**config.mk**
```make
export PLATFORM = sky130hd
export DESIGN_NAME = tts_status_fsm_flat
export DESIGN_NICKNAME = d
export VERILOG_FILES = /design/src/rtl/tts_status_fsm_if.sv /design/src/rtl/tts_status_fsm.sv /design/src/flat_wrapper.sv
export SDC_FILE = /design/constraint.sdc
export NUM_CORES = 1
export LEC_CHECK = 0
export CORE_MARGIN = 1
export CORE_UTILIZATION = 37
export CTS_BUF_LIST = sky130_fd_sc_hd__clkbuf_8 sky130_fd_sc_hd__clkbuf_16
export CTS_CLUSTER_DIAMETER = 50
export CTS_CLUSTER_SIZE = 25
export DETAILED_ROUTE_END_ITERATION = 8
export GPL_TIMING_DRIVEN = 1
export PLACE_DENSITY = 0.68
export SLEW_MARGIN = 25
export SYNTH_ARGS = -nofsm -noshare
export SYNTH_HDL_FRONTEND = slang
export SYNTH_SLANG_ARGS = --single-unit
```
**constraint.sdc**
```tcl
create_clock -name clk -period 2.8 [get_ports clk]
set_clock_uncertainty 0.05 [all_clocks]
set_input_delay 0.56 -clock clk [delete_from_list [all_inputs] [get_ports clk]]
set_output_delay 0.56 -clock clk [all_outputs]
set_load 0.02 [all_outputs]
```
**src/rtl/tts_status_fsm_if.sv**
```systemverilog
// Bundle of the TTS status signals exchanged between the status FSM and its consumer.
//   master : drives ttc_locked, fill_level, sync_err, fatal_err, clear;
//            observes ttc_ready, tts_state, state_change
//   slave  : the status FSM itself (mirror image of master)
interface tts_status_fsm_if #(
  parameter int unsigned FILL_W = 12
) ();

  logic              ttc_locked;
  logic [FILL_W-1:0] fill_level;
  logic              sync_err;
  logic              fatal_err;
  logic              clear;
  logic              ttc_ready;
  logic [3:0]        tts_state;
  logic              state_change;

  modport master (
    output ttc_locked,
    output fill_level,
    output sync_err,
    output fatal_err,
    output clear,
    input  ttc_ready,
    input  tts_state,
    input  state_change
  );

  modport slave (
    input  ttc_locked,
    input  fill_level,
    input  sync_err,
    input  fatal_err,
    input  clear,
    output ttc_ready,
    output tts_state,
    output state_change
  );

endinterface

```
**src/rtl/tts_status_fsm.sv**
```systemverilog
// Produces the qualified TTC lock and the 4-bit CMS TTS code for the front-panel LED logic.
// Ports:
//   clk    : system clock
//   rst_n  : asynchronous active-low reset; forces every output to 0 (DISCONNECTED)
//   tts_io : slave side of tts_status_fsm_if
//            in  ttc_locked, fill_level, sync_err, fatal_err, clear
//            out ttc_ready, tts_state, state_change (all registered)
module tts_status_fsm #(
  parameter int unsigned FILL_W      = 12,
  parameter int unsigned WARN_HI     = 2048,
  parameter int unsigned WARN_LO     = 1536,
  parameter int unsigned BUSY_HI     = 3584,
  parameter int unsigned BUSY_LO     = 3072,
  parameter int unsigned LOCK_CYCLES = 1024
) (
  input logic               clk,
  input logic               rst_n,
  tts_status_fsm_if.slave   tts_io
);

  localparam int unsigned CntW = $clog2(LOCK_CYCLES + 1);

  localparam logic [CntW-1:0]   LockMax = CntW'(LOCK_CYCLES);
  localparam logic [FILL_W-1:0] WarnHi  = FILL_W'(WARN_HI);
  localparam logic [FILL_W-1:0] WarnLo  = FILL_W'(WARN_LO);
  localparam logic [FILL_W-1:0] BusyHi  = FILL_W'(BUSY_HI);
  localparam logic [FILL_W-1:0] BusyLo  = FILL_W'(BUSY_LO);

  localparam logic [3:0] TtsDisconnected = 4'b0000;
  localparam logic [3:0] TtsError        = 4'b1100;
  localparam logic [3:0] TtsOutOfSync    = 4'b0010;
  localparam logic [3:0] TtsBusy         = 4'b0100;
  localparam logic [3:0] TtsOverflowWarn = 4'b0001;
  localparam logic [3:0] TtsReady        = 4'b1000;

  typedef enum logic [1:0] {OccReady, OccWarn, OccBusy} occ_e;

  logic [CntW-1:0] lock_cnt_q, lock_cnt_d;
  logic            ready_q, ready_d;
  logic            sync_q, sync_d;
  logic            fatal_q, fatal_d;
  occ_e            occ_q, occ_d;
  logic [3:0]      tts_q, tts_d;
  logic            chg_q, chg_d;

  always_comb begin
    // Lock qualifier: any unlocked sample restarts the count and drops ready at once.
    lock_cnt_d = '0;
    ready_d    = 1'b0;
    if (tts_io.ttc_locked) begin
      lock_cnt_d = (lock_cnt_q == LockMax) ? LockMax : lock_cnt_q + CntW'(1);
      ready_d    = (lock_cnt_d == LockMax);
    end

    // Set has priority over clear so a fault coinciding with a resync is not lost.
    sync_d  = tts_io.sync_err  | (sync_q  & ~tts_io.clear);
    fatal_d = tts_io.fatal_err | (fatal_q & ~tts_io.clear);

    // Occupancy hysteresis; keeps tracking even while a higher-priority code is shown.
    occ_d = occ_q;
    unique case (occ_q)
      OccReady: begin
        if (tts_io.fill_level >= BusyHi)      occ_d = OccBusy;
        else if (tts_io.fill_level >= WarnHi) occ_d = OccWarn;
      end
      OccWarn: begin
        if (tts_io.fill_level >= BusyHi)      occ_d = OccBusy;
        else if (tts_io.fill_level < WarnLo)  occ_d = OccReady;
      end
      OccBusy: begin
        if (tts_io.fill_level < BusyLo) begin
          occ_d = (tts_io.fill_level < WarnLo) ? OccReady : OccWarn;
        end
      end
      default: occ_d = OccReady;
    endcase

    // Code is chosen from next-state values so inputs show up on the same edge.
    if (!ready_d)              tts_d = TtsDisconnected;
    else if (fatal_d)          tts_d = TtsError;
    else if (sync_d)           tts_d = TtsOutOfSync;
    else if (occ_d == OccBusy) tts_d = TtsBusy;
    else if (occ_d == OccWarn) tts_d = TtsOverflowWarn;
    else                       tts_d = TtsReady;

    chg_d = (tts_d != tts_q);
  end

  always_ff @(posedge clk or negedge rst_n) begin
    if (!rst_n) begin
      lock_cnt_q <= '0;
      ready_q    <= 1'b0;
      sync_q     <= 1'b0;
      fatal_q    <= 1'b0;
      occ_q      <= OccReady;
      tts_q      <= TtsDisconnected;
      chg_q      <= 1'b0;
    end else begin
      lock_cnt_q <= lock_cnt_d;
      ready_q    <= ready_d;
      sync_q     <= sync_d;
      fatal_q    <= fatal_d;
      occ_q      <= occ_d;
      tts_q      <= tts_d;
      chg_q      <= chg_d;
    end
  end

  assign tts_io.ttc_ready    = ready_q;
  assign tts_io.tts_state    = tts_q;
  assign tts_io.state_change = chg_q;

endmodule
```
**src/flat_wrapper.sv**
```systemverilog
// flat-port wrapper written by rule: the top's interface ports become plain ports
module tts_status_fsm_flat 
#(
  parameter int unsigned FILL_W      = 12,
  parameter int unsigned WARN_HI     = 2048,
  parameter int unsigned WARN_LO     = 1536,
  parameter int unsigned BUSY_HI     = 3584,
  parameter int unsigned BUSY_LO     = 3072,
  parameter int unsigned LOCK_CYCLES = 1024
)
  (clk, rst_n, tts_io_ttc_locked, tts_io_fill_level, tts_io_sync_err, tts_io_fatal_err, tts_io_clear, tts_io_ttc_ready, tts_io_tts_state, tts_io_state_change);
  tts_status_fsm_if #(.FILL_W(FILL_W)) tts_io_i ();
  input logic clk;
  input logic rst_n;
  input wire logic [$bits(tts_io_i.ttc_locked)-1:0] tts_io_ttc_locked;
  input wire logic [$bits(tts_io_i.fill_level)-1:0] tts_io_fill_level;
  input wire logic [$bits(tts_io_i.sync_err)-1:0] tts_io_sync_err;
  input wire logic [$bits(tts_io_i.fatal_err)-1:0] tts_io_fatal_err;
  input wire logic [$bits(tts_io_i.clear)-1:0] tts_io_clear;
  output wire logic [$bits(tts_io_i.ttc_ready)-1:0] tts_io_ttc_ready;
  output wire logic [$bits(tts_io_i.tts_state)-1:0] tts_io_tts_state;
  output wire logic [$bits(tts_io_i.state_change)-1:0] tts_io_state_change;
  assign tts_io_i.ttc_locked = tts_io_ttc_locked;
  assign tts_io_i.fill_level = tts_io_fill_level;
  assign tts_io_i.sync_err = tts_io_sync_err;
  assign tts_io_i.fatal_err = tts_io_fatal_err;
  assign tts_io_i.clear = tts_io_clear;
  assign tts_io_ttc_ready = tts_io_i.ttc_ready;
  assign tts_io_tts_state = tts_io_i.tts_state;
  assign tts_io_state_change = tts_io_i.state_change;
  tts_status_fsm #(.FILL_W(FILL_W), .WARN_HI(WARN_HI), .WARN_LO(WARN_LO), .BUSY_HI(BUSY_HI), .BUSY_LO(BUSY_LO), .LOCK_CYCLES(LOCK_CYCLES)) u_core (.clk(clk), .rst_n(rst_n), .tts_io(tts_io_i));
endmodule
```
==> results of run 1 <==
[metal layers]
layer	wire length, µm	GRT usage (%)	up-vias
met3	83	2.521	3
li1	-	-	541
met1	1230	19.53	538
met4	32	5.079	0
met5	0	0	-
met2	1384	29.04	29
[power breakdown]
group | switching [mW] | internal [mW]
clock | 0.0966 | 0.0978
sequential | 0.0118 | 0.311
combinational | 0.0424 | 0.0346
total | 0.151 | 0.443
[critical path, stage by stage]
cell and delay, ps:
clkdlybuf4s50_1 490, nor2_1 70, o21ai_0 160, o31a_1 180, ha_1 250, a311oi_2 260, buf_4 170, xor2_1 140
a31oi_1 90, and4b_1 260, o211ai_2 80
[through the flow]
| step | area, µm² | std cells | total power, mW |
|---|---|---|---|
| after global placement | 1495 | 199 | 0.4003 |
| after detailed placement | 1495 | 199 | 0.4037 |
| after floorplan | 1306 | 141 | 0.3698 |
| final | 1546 | 203 | 0.5939 |
| after global routing | 1546 | 203 | 0.6245 |
| after CTS | 1540 | 203 | 0.5983 |
[sequential cells by signal, indices dropped and copies added (netlist names)]
signal	flops
u_core.lock_cnt_q	11
u_core.tts_io.tts_state	4
u_core.occ_q	2
u_core.fatal_q	1
u_core.sync_q	1
u_core.tts_io.state_change	1
u_core.tts_io.ttc_ready	1
[worst min path at each step]
stage                                          start                          to  slack [ps]  cells past startpoint
after CTS                 u_core.tts_io.tts_state[1]  u_core.tts_io.state_change         510                      2
after floorplan                                rst_n              u_core.fatal_q         210                      0
after detailed placement  u_core.tts_io.tts_state[1]  u_core.tts_io.state_change         490                      2
after global placement    u_core.tts_io.tts_state[1]  u_core.tts_io.state_change         490                      2
after global routing      u_core.tts_io.tts_state[1]  u_core.tts_io.state_change         530                      2
final                     u_core.tts_io.tts_state[1]  u_core.tts_io.state_change         510                      2
[placed cells by master (no fill, tap or decap), types with 2 or more instances in the layout]
| cell | netlist | routed |
|---|---|---|
| o21a_1 | 3 | 3 |
| nor3_1 | 2 | 2 |
| o2111a_1 | 2 | 2 |
| and4_1 | 2 | 2 |
| dfrtp_1 | 21 | 21 |
| o21ai_0 | 4 | 4 |
| a21oi_1 | 5 | 5 |
| buf_4 | 3 | 3 |
| inv_1 | 12 | 13 |
| or3_1 | 2 | 2 |
| ha_1 | 4 | 4 |
| nor2_1 | 15 | 15 |
| nand3_1 | 7 | 7 |
| nand2b_1 | 3 | 3 |
| xor2_1 | 4 | 4 |
| and4b_1 | 2 | 2 |
| nand4_1 | 8 | 8 |
| clkbuf_8 | 0 | 3 |
| xnor2_1 | 6 | 6 |
| nand2_1 | 8 | 8 |
| a211o_1 | 2 | 2 |
| and2_1 | 2 | 2 |
| clkdlybuf4s50_1 | 0 | 14 |
| nor4b_1 | 3 | 3 |
[cell usage after synthesis, types with 4 or more instances]
library cell   n
nor2_1        15
a21oi_1        5
xnor2_1        6
nand4_1        8
nand2_1        8
dfrtp_1       21
o21ai_0        4
xor2_1         4
inv_1         12
ha_1           4
nand3_1        7
[logic make-up after synthesis]
family	share of synthesized area, %
simple gates	27.20
compound gates	16.19
flops	40.23
buf+inv	5.842
xor+xnor	6.705
fa+ha+maj	3.832
[timing repair]
action                     in CTS  in global routing
setup endpoints to repair       0                  1
hold buffers                    0                  0
resized for setup               0                  1
[layout make-up]
cell class | instances | area (µm²)
timing repair buffer | 17 | 162.7
clock buffer | 3 | 41.29
tap | 46 | 57.56
clock inverter | 1 | 3.754
fill | 356 | 1817
sequential | 21 | 525.5
multi-input combinational | 103 | 710.7
inverter | 12 | 45.04
==> run_results.csv, run 1 <==
group,metric,value,unit
floorplanning,io_pins,24,
pwr,max-vdd-ir-drop,0.0001935,V
cells_and_area,fin_util,45.98,%
synth,synth_cell_types,43,
cts,cts_buffer_depth,2,
sta,tightest_slew,402.3,ps
critical_path,timing.critical_path.from,"tts_io_fill_level[9]",
cts,clk_pin_slew,70,ps
min_path,min_path_type,"flip-flop to flip-flop",
grt,antenna_found_initial,0,
grt,grt_max_degree,22,
route,drt_wl_total,2.732,mm
sta,fin_crit,2609,ps
cts,post-cts-setup-buffers,0,
synth,postSynthAreaPerCell,9.264,µm²
synth,synthesis.area,0.001306,mm²
critical_path,reg2reg_to,"u_core.tts_io.state_change",
synth,ys.flop_type,"dfrtp_1",
synth,synthTopCellsByArea,"dfrtp_1 (40%), nor2_1 (4.3%), xnor2_1 (4.0%)",
sta,slew_viol_final,0,
sta,rsz0062_at_grt,"no",
cts,cts-buffers-inserted,3,
synth,synth_top_cell_by_area,"dfrtp_1",
sta,finalSetupTns,0,ps
floorplanning,die_w,61.42,µm
floorplanning,core-area,0.003363,mm²
critical_path,worstSetupPathType,"input pin to flip-flop",
cells_and_area,antenna_cells,0,
sta,setup_viol,0,
sta,holdWs,508.4,ps
cells_and_area,area_growth,18.39,%
cts,cts_tree,"built",
floorplanning,die_h,61.42,µm
critical_path,cp_data_arrival_time,2700,ps
grt,grt_pass1_vias,1134,
cells_and_area,finalNetCount,180,
synth,async_reset_ff_share,100.0,%
synth,synth_edf_count,0,
grt,gr-usage-all-layers,16.06,%
cts,clock-sinks,21,
critical_path,endpoint,"u_core.tts_io.state_change",
critical_path,critPathMaxFanout,4,
place,numPortBuffers,14,
critical_path,rrSetupSlack,460,ps
route,drtPass1Iterations,4,
synth,ys_warn_count,0,
route,drt_drc_violations_left,0,
synth,synth.yosys.seq_area_share,40.23,%
critical_path,required,2890,ps
cells_and_area,drive_above_1_share,9.554,%
floorplanning,floorplan.initialDensity,38.84,%
critical_path,end_kind,"flip-flop",
critical_path,start_kind,"input pin",
sta,hold_violations,0,
floorplanning,fp-row-count,21,
sta,min_period_over_period,93.19,%
route,drt_iter0_markers,48,
route,viasPerCell,5.473,
place,hpwl,2.095,mm
place,place_ws,-155.1,ps
cts,clkLatencyLatePin,260,ps
critical_path,r2r_cells,7,
cts,cts_root_buffer,"clkbuf_8",
sta,max_freq,383.2,MHz
route,antenna_left,0,
cts,cts_max_level,1,
place,gp_congestion,0.7973,
synth,syn_inst,141,
synth,synth.net_count,163,
pwr,leakagePower,0.6846,nW
critical_path,worstReg2RegStart,"u_core.lock_cnt_q[0]",
floorplanning,die_area,0.003772,mm²
pwr,powerDensity,384.0,mW/mm²
route,wl_per_cell,13.46,µm
grt,grt_overflow_total,0,
sta,fin_ws,190.7,ps
outcome,status,"finished clean",
route,num_vias,1111,
synth,synth-seq-cells,21,
synth,yosysTopAreaCellShare,40.23,%
run,maxCapViolCount,0,
grt,grt_first_pass_wirelength,4.519,mm
sta,max_slew_margin,72.93,%
Note: power is estimated with default switching activity, not from simulation.
==> run 2: changes to the inputs <==
Settings changed: CAP_MARGIN set to 20.
==> results of run 2 <==
Same layout as run 1: the final DEF is identical, and so are final timing and power.
==> run 3: changes to the inputs <==
Settings changed: CTS_CLUSTER_DIAMETER 50 to unset.
==> results of run 3 <==
Same layout as run 1: the final DEF is identical, and so are final timing and power.
